## config.mk

```make
export PLATFORM = sky130hd
export DESIGN_NAME = round_timer
export DESIGN_NICKNAME = d
export VERILOG_FILES = /design/src/rtl/round_timer.sv
export SDC_FILE = /design/constraint.sdc
export NUM_CORES = 1
export LEC_CHECK = 0
export CAP_MARGIN = 20
export CORE_MARGIN = 1.5
export CORE_UTILIZATION = 40
export CTS_CLUSTER_DIAMETER = 200
export DETAILED_ROUTE_END_ITERATION = 12
export PLACE_DENSITY = 0.69
export SLEW_MARGIN = 25
export SYNTH_ARGS = -nofsm -noshare
export SYNTH_HDL_FRONTEND = slang
export SYNTH_SLANG_ARGS = --single-unit
```

## constraint.sdc

```tcl
create_clock -name clk_in -period 2.6 [get_ports clk_in]
set_clock_uncertainty 0.2 [all_clocks]
set_input_delay 0.26 -clock clk_in [delete_from_list [all_inputs] [get_ports clk_in]]
set_output_delay 0.26 -clock clk_in [all_outputs]
set_load 0.005 [all_outputs]
```

## src/rtl/round_timer.sv

```systemverilog
// BCD countdown round timer: one-cycle registered response to button pulses and 1 Hz edges.
// No backpressure; simultaneous events resolve by priority rst > start > solved > pause > tick.
module round_timer #(
  parameter int ROUND_SECS = 60,
  parameter int WARN_SECS  = 10
) (
  input  logic       clk_in,
  input  logic       rst,
  input  logic       clk_1hz,
  input  logic       clk_blink,
  input  logic       start,
  input  logic       pause,
  input  logic       solved,
  output logic [3:0] sec_tens,
  output logic [3:0] sec_ones,
  output logic       running,
  output logic       paused,
  output logic       halted,
  output logic       expired,
  output logic       expired_pulse,
  output logic       warn,
  output logic       digits_on
);

  localparam logic [3:0] INIT_TENS = 4'(ROUND_SECS / 10);
  localparam logic [3:0] INIT_ONES = 4'(ROUND_SECS % 10);
  localparam logic [6:0] WARN_LIM  = 7'(WARN_SECS);

  typedef enum logic [2:0] {
    S_IDLE,
    S_RUN,
    S_PAUSE,
    S_HALT,
    S_EXPIRED
  } state_t;

  state_t     state_q, state_d;
  logic [3:0] tens_q, tens_d;
  logic [3:0] ones_q, ones_d;
  logic       tick_prev_q;
  logic       exp_pulse_q, exp_pulse_d;
  logic       tick;
  logic       count_zero;
  logic       count_one;
  logic [6:0] count_bin;

  assign tick       = clk_1hz & ~tick_prev_q;
  assign count_zero = (tens_q == 4'd0) && (ones_q == 4'd0);
  assign count_one  = (tens_q == 4'd0) && (ones_q == 4'd1);
  assign count_bin  = ({3'd0, tens_q} * 7'd10) + {3'd0, ones_q};

  always_ff @(posedge clk_in) begin
    if (rst) begin
      state_q     <= S_IDLE;
      tens_q      <= INIT_TENS;
      ones_q      <= INIT_ONES;
      tick_prev_q <= 1'b0;
      exp_pulse_q <= 1'b0;
    end else begin
      state_q     <= state_d;
      tens_q      <= tens_d;
      ones_q      <= ones_d;
      tick_prev_q <= clk_1hz;
      exp_pulse_q <= exp_pulse_d;
    end
  end

  always_comb begin
    state_d     = state_q;
    tens_d      = tens_q;
    ones_d      = ones_q;
    exp_pulse_d = 1'b0;
    if (start) begin
      state_d = S_RUN;
      tens_d  = INIT_TENS;
      ones_d  = INIT_ONES;
    end else if (solved && (state_q == S_RUN || state_q == S_PAUSE)) begin
      state_d = S_HALT;
    end else if (pause && state_q == S_RUN) begin
      state_d = S_PAUSE;
    end else if (pause && state_q == S_PAUSE) begin
      state_d = S_RUN;
    end else if (tick && state_q == S_RUN) begin
      if (count_one) begin
        state_d     = S_EXPIRED;
        ones_d      = 4'd0;
        exp_pulse_d = 1'b1;
      end else if (!count_zero) begin
        // BCD borrow: ones wraps to 9 and takes one from tens
        if (ones_q != 4'd0) begin
          ones_d = ones_q - 4'd1;
        end else begin
          ones_d = 4'd9;
          tens_d = tens_q - 4'd1;
        end
      end
    end
  end

  assign sec_tens      = tens_q;
  assign sec_ones      = ones_q;
  assign running       = (state_q == S_RUN);
  assign paused        = (state_q == S_PAUSE);
  assign halted        = (state_q == S_HALT);
  assign expired       = (state_q == S_EXPIRED);
  assign expired_pulse = exp_pulse_q;
  assign warn          = running & ~count_zero & (count_bin <= WARN_LIM);

  always_comb begin
    digits_on = clk_blink;
    if (state_q == S_IDLE || state_q == S_HALT || (running && !warn)) begin
      digits_on = 1'b1;
    end
  end

endmodule

```

# Yosys cells after proc, flatten, opt, wreduce, memory -nomap -nowiden
# Cells that the tools add are included.
totals:
  ff_bits: 13
  input_bits: 7
  output_inout_bits: 15
op_classes:
  add_sub_neg: 3
  mul: 1
  order_cmp: 1
  n_eq_ne: 6
  mux: 11
  bitwise_logic: 11
  reduce_logical: 27
op_table:
  columns: ["operator", "count"]
  rows:
  - ["$mux 4", 3]
  - ["$reduce_bool 4->1", 3]
  - ["$mux 2", 5]
  - ["$reduce_bool 5->1", 2]
  - ["$logic_not 4->1", 2]
  - ["$not 1->1", 8]
  - ["$sub 4x1->4 const B", 2]
  - ["$add 7x4->7", 1]
  - ["$le 7x4->1 const B", 1]
  - ["$logic_and 1x1->1", 7]
  - ["$reduce_and 7->1", 1]
  - ["$eq 3x2->1 const B", 2]
  - ["$mul 4x3->6 const B", 1]
  - ["$reduce_and 2->1", 3]
  - ["$reduce_or 6->1", 1]
  - ["$reduce_and 5->1", 1]
  - ["$reduce_or 5->1", 1]
  - ["$eq 4x1->1 const B", 1]
  - ["$and 1x1->1", 3]
  - ["$eq 3x1->1 const B", 1]
  - ["$eq 3x3->1 const B", 1]
  - ["$logic_not 3->1", 1]
  - ["$logic_or 1x1->1", 3]
  - ["$mux 1", 3]
  - ["other kinds (3)", 3]

# Depth between registers and ports, before layout
logic_depth:
  ltp_word: 9
  depth_mapped: 8
  depth_no_buf: 8

# Least setup slack after synthesis
# OpenSTA, ideal clock, no wires.
synth_path:
  path_kind: "reg2out"
  startpoint: "reg tens_q[1], in the netlist sec_tens[1]"
  endpoint: "out digits_on"
  t_arrival_ns: 2.074
  slack_ns: 0.066
  path_stages_with_launch: 8
  cell_sequence: "dfxtp_1 -> ha_1 -> ha_1 -> inv_1 -> fa_1 -> nor4b_1 -> a211oi_1 -> o41a_1"
synth_via:
  elab_chain_len: 9
  elab_cells_between_ends: 12
  classes_between: "add/sub (1); mul (1); order compare (1); mux (1); bitwise (3); reduce/logical (5)"
synth_lines:
  columns: ["item", "line", "source"]
  rows:
  - ["start: declaration", "38", "logic [3:0] tens_q, tens_d;"]
  - ["start signal: assignment", "61", "tens_q <= tens_d;"]
  - ["parallel branches: the longest is 4 deep, another holds $add 7x4->7", null, null]
  - ["$and 1x1->1 (*)", "107", "assign warn = running & ~count_zero & (count_bin <= WARN_LIM);"]
  - ["$logic_not 1->1 (*)", "111", "if (state_q == S_IDLE || state_q == S_HALT || (running && !warn)) begin"]
  - ["$logic_and 1x1->1 (*)", "111", null]
  - ["$logic_or 1x1->1 (*)", "111", null]
  - ["$mux 1 (*)", "111", null]
  - ["end: declaration", "22", "output logic digits_on"]
# Every way passes the cells marked *.

# Final worst setup path
# Same ends and word-level chain as after synthesis.

==> impl_metrics.env <==
export IMPL_worst_pin_slew_ns=0.4805
export IMPL_r2r_end="sec_tens[0]"
export IMPL_synth_seq_area_share=0.2740
export IMPL_num_rows=17
export IMPL_wl_per_cell_um=13.57
export IMPL_die_w_um=51.73
export IMPL_worstSetupStartpointType="flop"
export IMPL_num_fill_cells=223
export IMPL_grt_antenna_before_repair=0
export IMPL_synth_top_flop_cell="dfxtp_1"
export IMPL_r2r_setup_slack_ns=0.53
export IMPL_cpPeakStageDelay_ns=0.58
export IMPL_synth_yosys_warnings=0
export IMPL_synth_edf_count=0
export IMPL_syn_nets=127
export IMPL_port_buffers=21
export IMPL_vdd_drop_max_v=0.0002534
export IMPL_worstSetupStartpoint="sec_tens[1]"
export IMPL_diodes=0
export IMPL_netlist_instances=111
export IMPL_synth_most_common_cell="dfxtp_1"
export IMPL_area_growth_pct=42.29
export IMPL_synth_cell_types=39
export IMPL_avgSynthCellArea_um2=8.556
export IMPL_synth_area_leaders="dfxtp_1 (27%), ha_1 (9.2%), a21oi_1 (5.8%)"
export IMPL_yosysTopAreaCellShare=0.2740
export IMPL_critical_path_required_ns=2.14
export IMPL_period_needed_ns=2.915
export IMPL_cts_hold_buf=0
export IMPL_htree_levels=1
export IMPL_path_buf_inv=3
export IMPL_dp_cells=171
export IMPL_worst_path_stages=9
export IMPL_fp_dieArea_um2=2675
export IMPL_hold_viol_final=0
export IMPL_fin_cells=175
export IMPL_antenna_left=0
export IMPL_async_flop_share=0
export IMPL_cts_setup_buffers=0
export IMPL_clk_pin_slew_ns=0.09
export IMPL_ys_seq_elements=13
export IMPL_final_core_util=0.6050
export IMPL_holdWs_ns=0.3735
export IMPL_grt_pass1_vias=942
export IMPL_grt_max_degree=12
export IMPL_worst_endpoint_arrival_ns=2.45
export IMPL_violations="setup timing"
export IMPL_setup_viol=2
export IMPL_outcome="complete, but fails checks"
export IMPL_multi_input_area_um2=684.4
export IMPL_io_pins=22
export IMPL_critical_path_slowest_cell="fa_2"
export IMPL_grt_pass1_wl_mm=4.264
export IMPL_cts_buffers=3
export IMPL_dp_hpwl_mm=1.717
export IMPL_clk_latency_ns=0.28
export IMPL_r2r_start="state_q[0]"
export IMPL_drv_cap=0
export IMPL_drc=0
export IMPL_cts_root_buffer="clkbuf_4"
export IMPL_slew_headroom=0.6796
export IMPL_maxSlewViolCount=0
export IMPL_gp_congestion=0.7377
export IMPL_min_path_type="reg2reg"
export IMPL_start_util=0.4252
export IMPL_die_y_um=51.73
export IMPL_netlist_top_cells_count="dfxtp_1 (13), inv_1 (12), a21oi_1 (11)"
export IMPL_cts_sinks=13
export IMPL_nets=164
export IMPL_routed_wl_mm=2.375
export IMPL_avgViaCountPerCell=5.314
export IMPL_globalRoute_totalOverflow=0
export IMPL_leakagePower_nw=0.5107
export IMPL_core_um2=2233
export IMPL_post_synth_instance_area_um2=949.7
export IMPL_layout_setup_ws_ns=-0.3146
export IMPL_powerDensity_nw_per_um2=314.0
export IMPL_crit_type="reg2out"
export IMPL_period_share=1.121
export IMPL_ff2ff_path_depth=5
export IMPL_worstSetupEndpoint="digits_on"
export IMPL_first_iter_violations=1
export IMPL_rsz0062_at_grt="true"
export IMPL_synth_top_area_cell="dfxtp_1"
export IMPL_crit_chain="ha_4 > ha_4 > inv_2 > fa_2 > inv_2 > a2111oi_4 > a211oi_2 > o41a_1 > buf_2"
export IMPL_vias=930
export IMPL_worstPathMaxFanout=4
export IMPL_worst_setup_path_end_kind="primary output"
export IMPL_cp_top_family="adder cells"
export IMPL_clockBufferDepth=2
export IMPL_drt_pass1_iter_count=2
export IMPL_fmax_mhz=343.1
export IMPL_seqCellArea_um2=262.8
export IMPL_tritoncts="yes"
export IMPL_grt_use_total=0.2137
export IMPL_drive_gt1_frac=0.2585
[logic make-up (layout without fill, tap and decap cells)]
logic type,count (synthesis),in the layout,share of synthesized area
DFF,13,13,0.2740
xor gates and xnor gates,3,3,0.02767
buffers and inverters,14,50,0.07114
AOI/OAI and AO/OA,34,34,0.2411
adders and majority gates,9,9,0.1344
and+or+nand+nor,38,38,0.2517
[area by class of cell]
| cell class | instances | share of cell area |
|---|---|---|
| timing repair buffer | 34 | 0.2204 |
| sequential | 13 | 0.1944 |
| multi-input combinational | 84 | 0.5065 |
| clock buffer | 4 | 0.01944 |
| tap | 28 | 0.02593 |
| inverter | 12 | 0.03333 |
[power by group]
part	internal [mW]	switching [mW]	total [mW]
combinational	0.0435	0.0403	0.0838
clock	0.0595	0.0722	0.132
sequential	0.204	0.00534	0.209
total	0.307	0.118	0.424
[stage by stage]
step	power (mW)	setup WS, ns	cell area [um2]	setup TNS (ns)
detailed placement	0.2908	-0.4083	1270	-0.7375
CTS	0.4286	-0.3014	1351	-0.4940
global route	0.4546	-0.4230	1351	-0.7864
floorplan	0.2608	0.06595	949.7	0
finish	0.4243	-0.3146	1351	-0.5469
global placement	0.2895	-0.2928	1270	-0.4980
[flip-flops by register name, summed over array words and instances, names as in the netlist]
signal / cells
state_q: 3
expired_pulse: 1
tick_prev_q: 1
sec_tens: 4
sec_ones: 4
[repair_timing]
action | CTS | global route
gates resized for setup | 22 | 0
hold endpoints to repair | 0 | 0
pin swaps | 4 | 1
setup endpoints to repair | 2 | 2
[routing by layer]
layer  up-vias  global-route usage  wire length [um]
met5         -                   0                 0
met4         0             0.06140                42
met3         6             0.04598                79
met2        19              0.3803              1206
met1       427              0.2567              1048
li1        478                   -                 -
[worst reg2reg max path: cells and delay by family, from the launching register on]
family,cells,cell delay (ns)
flip-flops,1,0.42
AND/OR/NAND/NOR,2,0.67
buffers and inverters,1,0.25
AO/OA/AOI/OAI,2,0.48
[worst min path at each step]
stage,endpoint,slack (ns),cells past startpoint,start
finish,sec_ones[0],0.37,2,sec_ones[0]
global route,tick_prev_q,0.39,2,clk_1hz
CTS,tick_prev_q,0.37,2,clk_1hz
detailed placement,expired_pulse,0.36,2,sec_ones[0]
global placement,expired_pulse,0.34,2,sec_ones[0]
floorplan,state_q[0],0.13,1,rst
[layout by cell type, fill, tap and decap left out, types with 2 or more instances in the layout]
master           instances
clkdlybuf4s50_1         19
buf_4                   13
a21oi_1                 11
dfxtp_1                 11
inv_1                   10
nor3_1                   5
o21ai_0                  5
nor2_1                   5
ha_1                     5
a21o_1                   3
or2_2                    3
or3_1                    3
nand2_1                  3
nand3_1                  3
o31ai_1                  3
clkbuf_4                 3
nor3b_1                  2
inv_2                    2
xnor2_1                  2
a211oi_1                 2
a31oi_1                  2
or4_1                    2
ha_4                     2
buf_2                    2
dfxtp_2                  2
Note: power is estimated with default switching activity, not from simulation.
